`config.mk`:
```
export PLATFORM = sky130hd
export DESIGN_NAME = chroni_mem_arbiter
export DESIGN_NICKNAME = d
export VERILOG_FILES = /design/src/rtl/chroni_mem_arbiter.sv
export SDC_FILE = /design/constraint.sdc
export NUM_CORES = 1
export LEC_CHECK = 0
export BUFFER_PORTS_ARGS = -buffer_cell sky130_fd_sc_hd__buf_2
export CORE_ASPECT_RATIO = 1.5
export CORE_MARGIN = 1.5
export CORE_UTILIZATION = 45
export CTS_BUF_LIST = sky130_fd_sc_hd__clkbuf_8 sky130_fd_sc_hd__clkbuf_16
export CTS_CLUSTER_DIAMETER = 40
export CTS_CLUSTER_SIZE = 30
export DETAILED_ROUTE_END_ITERATION = 8
export MAX_ROUTING_LAYER = met4
export PLACE_DENSITY = 0.82
export SLEW_MARGIN = 20
export SYNTH_ARGS = -nofsm -noshare
export SYNTH_HDL_FRONTEND = slang
export SYNTH_SLANG_ARGS = --single-unit
export TNS_END_PERCENT = 30
```
`constraint.sdc`:
```
create_clock -name vga_clk -period 1.6 [get_ports vga_clk]
set_clock_uncertainty 0.1 [all_clocks]
set_input_delay 0.08 -clock vga_clk [delete_from_list [all_inputs] [get_ports vga_clk]]
set_output_delay 0.08 -clock vga_clk [all_outputs]
set_load 0.01 [all_outputs]
```
`src/rtl/chroni_mem_arbiter.sv`:
```
`default_nettype none
// ============================================================================
// Module   : chroni_mem_arbiter
// Purpose  : Shares one synchronous video RAM port between the chroni video
//            fetch engine (fixed priority) and the CPU bus. Read data goes
//            back through a tagged pipeline. Defining CHRONI_ARB_CPU_GUARD_EN
//            adds a run counter that caps how long video can starve the CPU.
// Revision : 1.0 - initial release
// ============================================================================
module chroni_mem_arbiter #(
    parameter int ADDR_W      = 11,
    parameter int DATA_W      = 8,
    parameter int RD_LAT      = 1,
    parameter int MAX_VID_RUN = 15
) (
    input  logic              vga_clk,
    input  logic              reset,
    input  logic              vid_req,
    input  logic [ADDR_W-1:0] vid_addr,
    output logic              vid_ack,
    output logic [DATA_W-1:0] vid_data,
    output logic              vid_valid,
    input  logic              cpu_req,
    input  logic              cpu_we,
    input  logic [ADDR_W-1:0] cpu_addr,
    input  logic [DATA_W-1:0] cpu_wdata,
    output logic              cpu_ack,
    output logic [DATA_W-1:0] cpu_rdata,
    output logic              cpu_rvalid,
    output logic [ADDR_W-1:0] mem_addr,
    output logic              mem_we,
    output logic [DATA_W-1:0] mem_wdata,
    input  logic [DATA_W-1:0] mem_rdata
);

    typedef enum logic [1:0] {
        GNT_NONE = 2'd0,
        GNT_VID  = 2'd1,
        GNT_CPU  = 2'd2
    } grant_t;

    grant_t r_grant;
    grant_t w_grant_nxt;
    grant_t w_tag_in;
    grant_t r_tag [RD_LAT:1];
    logic   w_force_cpu;

`ifdef CHRONI_ARB_CPU_GUARD_EN
    localparam int c_CNT_W = $clog2(MAX_VID_RUN + 1);

    logic [c_CNT_W-1:0] r_run_cnt;

    assign w_force_cpu = cpu_req && (r_run_cnt == c_CNT_W'(MAX_VID_RUN));

    // Counts video grants that kept a pending CPU waiting; saturates at the cap
    always_ff @(posedge vga_clk or posedge reset) begin
        if (reset) begin
            r_run_cnt <= '0;
        end else if (!cpu_req || (w_grant_nxt == GNT_CPU)) begin
            r_run_cnt <= '0;
        end else if ((w_grant_nxt == GNT_VID) && (r_run_cnt != c_CNT_W'(MAX_VID_RUN))) begin
            r_run_cnt <= r_run_cnt + c_CNT_W'(1);
        end
    end
`else
    // Guard absent: constant-false override, pure video priority
    assign w_force_cpu = (MAX_VID_RUN < 0);
`endif

    always_comb begin
        w_grant_nxt = GNT_NONE;
        if (w_force_cpu) begin
            w_grant_nxt = GNT_CPU;
        end else if (vid_req) begin
            w_grant_nxt = GNT_VID;
        end else if (cpu_req) begin
            w_grant_nxt = GNT_CPU;
        end
    end

    assign vid_ack = !reset && (w_grant_nxt == GNT_VID);
    assign cpu_ack = !reset && (w_grant_nxt == GNT_CPU);

    always_ff @(posedge vga_clk or posedge reset) begin
        if (reset) begin
            r_grant   <= GNT_NONE;
            mem_addr  <= '0;
            mem_we    <= 1'b0;
            mem_wdata <= '0;
        end else begin
            r_grant <= w_grant_nxt;
            mem_we  <= 1'b0;
            case (w_grant_nxt)
                GNT_VID: mem_addr <= vid_addr;
                GNT_CPU: begin
                    mem_addr  <= cpu_addr;
                    mem_we    <= cpu_we;
                    mem_wdata <= cpu_wdata;
                end
                default: ;
            endcase
        end
    end

    // The grant register is the first tag stage; CPU writes carry no read tag
    always_comb begin
        w_tag_in = r_grant;
        if ((r_grant == GNT_CPU) && mem_we) begin
            w_tag_in = GNT_NONE;
        end
    end

    always_ff @(posedge vga_clk or posedge reset) begin
        if (reset) begin
            for (int i = 1; i <= RD_LAT; i++) begin
                r_tag[i] <= GNT_NONE;
            end
            vid_valid  <= 1'b0;
            vid_data   <= '0;
            cpu_rvalid <= 1'b0;
            cpu_rdata  <= '0;
        end else begin
            r_tag[1] <= w_tag_in;
            for (int i = 2; i <= RD_LAT; i++) begin
                r_tag[i] <= r_tag[i-1];
            end
            vid_valid  <= (r_tag[RD_LAT] == GNT_VID);
            cpu_rvalid <= (r_tag[RD_LAT] == GNT_CPU);
            if (r_tag[RD_LAT] == GNT_VID) begin
                vid_data <= mem_rdata;
            end
            if (r_tag[RD_LAT] == GNT_CPU) begin
                cpu_rdata <= mem_rdata;
            end
        end
    end

endmodule
`default_nettype wire

```
== Word-level counts from Yosys, hierarchy flattened ==
Index checks and enable logic that the tools add are counted.

* Bits in registers: 42
* Output and inout bits: 40
* Logic and storage cells: 24
* Bits of input ports: 43

* Equal/unequal tests: 5
* Multiplexer cells: 5
* Reduce and logical (&&, ||, !) cells: 5

{| class="wikitable"
|+ Operators by type and width
! kind !! count
|-
| case mux 11 bit (2 select lines) || 1
|-
| equality test 2 bit (second input constant) || 3
|-
| 2-to-1 mux 2 bit || 3
|-
| equality test 2 x 1 -> 1 bit (second input constant) || 2
|-
| logical AND 1 bit || 3
|-
| nonzero test 2 bit || 1
|-
| logical NOT 1 bit || 1
|-
| 2-to-1 mux 1 bit || 1
|}

== Depth between registers and ports, before layout ==
* Depth after elaboration: 4
* Gate-level depth with buffers: 3
* Gate-level depth less buffers: 2

== Worst setup path before layout ==
No wires, ideal clock.

* Path type: flip-flop to flip-flop
* Start point: reg r_tag[0] in the netlist's numbering
* End point: reg cpu_rdata[0]
* Data required time: 1.375 ns
* Setup slack: 0.407 ns
* Path buffers: 1
* Stages on the path, launching flop included: 4
* Data arrival time: 0.968 ns
* Setup time: 0.125 ns
* Period minus slack after synthesis: 1.193 ns
* Path through: dfrtp_1 -> nor2b_1 -> buf_2 -> mux2_2

* Word-level cells in the longest chain between the ends: 1

{| class="wikitable"
|+ Ends and longest elaborated chain
! element !! RTL line !! source
|-
| start: declaration || 45 || <nowiki>grant_t r_tag [RD_LAT:1];</nowiki>
|-
| start signal: indexed assignment || 125 || <nowiki>r_tag[i] <= r_tag[i-1];</nowiki>
|-
| equality test 2 bit || 132 || <nowiki>if (r_tag[RD_LAT] == GNT_CPU) begin</nowiki>
|-
| end signal: assignment || 133 || <nowiki>cpu_rdata <= mem_rdata;</nowiki>
|-
| end: declaration || 28 || <nowiki>output logic [DATA_W-1:0] cpu_rdata,</nowiki>
|}

Every way passes these cells.
A chain may end at the register's enable or synchronous reset.

==> impl_metrics.env <==
export IMPL_pre_cts_ws_ps=299
export IMPL_grt_pass1_vias=1438
export IMPL_hpwl_mm=2.33
export IMPL_synth_top_area_share_pct=63.2
export IMPL_holdWs_ps=44.2
export IMPL_nets=288
export IMPL_routed_via_density=4.71
export IMPL_timing_max_cap_violations=0
export IMPL_cp_required_ps=1690
export IMPL_p_comb_share_pct=22.8
export IMPL_drt_first_iter_violations=16
export IMPL_ir_worst_vdd_mv=0.937
export IMPL_dieArea_sq_um=4080
export IMPL_p_int_mw=1.84
export IMPL_worst_pin_slew_ps=524
export IMPL_slew_headroom_pct=65.1
export IMPL_design_area_sq_um=2620
export IMPL_grt_use_total_pct=23.2
export IMPL_fin_crit_sh_pct=91.4
export IMPL_hold_class="in -> reg"
export IMPL_arrival_ps=1550
export IMPL_syn_to_final_growth_pct=57.1
export IMPL_wl_mm=4.02
export IMPL_holdPathEnd="r_grant[0]"
export IMPL_fin_util_pct=75.1
export IMPL_post_dp_cell_area_sq_um=2120
export IMPL_setup_viol=0
export IMPL_cts_root_buf="clkbuf_8"
export IMPL_crit_slowest_cell="dlygate4sd3_1"
export IMPL_layout_drive_gt1_share_pct=48.8
export IMPL_post_cts_resized=0
export IMPL_wire_per_inst_um=14.0
export IMPL_crit_path_end_kind="flop"
export IMPL_h_tree_depth=2
export IMPL_drtPass1Iterations=4
export IMPL_routabilityCongestion=0.686
export IMPL_drv_slew=0
export IMPL_p_leak_nw=1.36
export IMPL_rr_startpoint="mem_addr[8]"
export IMPL_route_detailed_drc=0
export IMPL_path_cells="mux2i_1, o21ai_0, dlygate4sd3_1"
export IMPL_vias=1356
export IMPL_postCtsSetupBuffers=0
export IMPL_syn_num_nets=161
export IMPL_hold_start="vid_req"
export IMPL_numCtsBuffers=5
export IMPL_num_antenna_cells=0
export IMPL_clock_sinks=42
export IMPL_period_needed_ps=1460
export IMPL_fin_tns_setup_ps=0
export IMPL_switching_share_pct=27.5
export IMPL_hold_path_cell_count=2
export IMPL_r2r_end="mem_addr[8]"
export IMPL_synth_cell_types=16
export IMPL_grt_setup_unrepaired="no"
export IMPL_yosys_register_bits=42
export IMPL_finalHoldViolCount=0
export IMPL_clk_pin_slew_ps=80
export IMPL_async_flop_share_pct=100
export IMPL_port_buffers=82
export IMPL_power_density_nw_per_um2=969
export IMPL_start_kind="flop"
export IMPL_synth_most_common_cell="dfrtp_1"
export IMPL_grt_pass1_wl_mm=6.69
export IMPL_syn_avg_cell_area_sq_um=14.1
export IMPL_yosys_warnings=0
export IMPL_criticalPathCategory="reg -> reg"
export IMPL_synth_edff_count=0
export IMPL_core_area_sq_um=3480
export IMPL_cts_tree="done"
export IMPL_die_w_um=52.7
export IMPL_postSynthCellCount=118
export IMPL_ys_top_cells_by_count="42 x dfrtp_1, 17 x mux2_2, 11 x mux2i_1, 11 x nand2_1, 9 x o21ai_1"
export IMPL_netlist_area_sq_um=1660
export IMPL_max_freq_mhz=684
export IMPL_die_h_um=77.5
export IMPL_synthFlopType="dfrtp_1"
export IMPL_p_sw_uw=696
export IMPL_start_util_pct=47.8
export IMPL_p_clk_share_pct=27.6
export IMPL_ant_nets=0
export IMPL_synth_top_area_cell="dfrtp_1"
export IMPL_gr_total_overflow=0
export IMPL_cpPeakStageDelay_ps=560
export IMPL_layout_setup_ws_ps=137
export IMPL_p_seq_share_pct=49.6
export IMPL_ios=83
export IMPL_insertion_delay_ps=300
export IMPL_cts_buffer_depth=2
export IMPL_fp_row_count=26
export IMPL_path_max_fanout=2
export IMPL_seq_area_frac_synth_pct=63.2
export IMPL_synth_area_leaders="dfrtp_1 63%, mux2_2 12%, mux2i_1 6.6%, mux2_4 6.3%, o21ai_1 2.7%"
export IMPL_status="finished, final reports clean"
export IMPL_reg2reg_depth=3
export IMPL_r2r_slack_ps=140
export IMPL_antenna_found_initial=0
export IMPL_grt_max_degree=43
[power by group through the flow]
stage	Clock, mW	Combinational, mW	Sequential [mW]
after detailed placement	0	0.486	1.27
after CTS	0.719	0.575	1.26
after floorplan	0	0.200	1.34
after global placement	0	0.469	1.27
final	0.700	0.577	1.26
after global routing	0.771	0.628	1.28
[layer usage]
metal	share of wire (%)	track usage (%)	up-vias
met2	53	38.1	64
met1	39	26.2	631
met4	2.7	10.8	0
met3	5.6	5.00	11
met5	0	-	-
li1	-	-	650
[cell usage in the layout (no fill, tap or decap), drive strengths merged]
master	instances
buf	87
dfrtp	42
dlygate4sd3	40
mux2	24
mux2i	11
nand2	11
o21ai	11
clkbuf	5
inv	5
nor2b	2
nor2	2
nand2b	2
clkinv	2
a21boi	1
clkinvlp	1
[how the worst max path moves through the flow]
stage                      startpoint           end  slack [ps]  cells after the start
final                     mem_addr[8]   mem_addr[8]         140                      3
after global placement       r_tag[0]   vid_data[4]         330                      2
after detailed placement     r_tag[0]   vid_data[6]         300                      2
after floorplan              r_tag[0]  cpu_rdata[0]         410                      3
after CTS                 mem_addr[2]   mem_addr[2]         230                      3
after global routing      mem_addr[8]   mem_addr[8]          90                      3
[cells by family after synthesis]
group           count (synthesis)  synth area share [%]
flops                          42                  63.2
compound gates                 12                  3.76
buf+inv                        12                  3.76
simple gates                   17                  4.89
mux                            35                  24.4
[worst max-delay path, delay by kind of cell (launching register included)]
family / cells / cell delay [ps]
compound gates: 1 / 120
flops: 1 / 400
mux: 1 / 180
buf+inv: 1 / 560
[cell type report]
type                            count  area [sq um]
Sequential cell                    42          1050
Fill cell                         221           866
Timing Repair Buffer              127           848
Multi-Input combinational cell     64           551
Clock buffer                        5          68.8
Tap cell                           42          52.6
Clock inverter                      3          25.0
Inverter                            5          18.8
[state kept, by name (all words and copies together) (netlist names)]
signal / count
cpu_rdata: 8
cpu_rvalid: 1
vid_valid: 1
vid_data: 8
mem_wdata: 8
r_grant: 2
mem_we: 1
mem_addr: 11
r_tag: 2
[what timing repair did]
item | 4_1_cts | 5_1_grt
hold buffers | 40 | 0
hold endpoints to repair | 78 | 0
endpoints found under the setup margin | 0 | 0
[metrics by stage]
step | cells | total power [mW]
after CTS | 288 | 2.55
after floorplan | 118 | 1.54
after detailed placement | 240 | 1.76
after global routing | 288 | 2.68
after global placement | 240 | 1.74
final | 288 | 2.53
(Power assumes the default switching activity.)
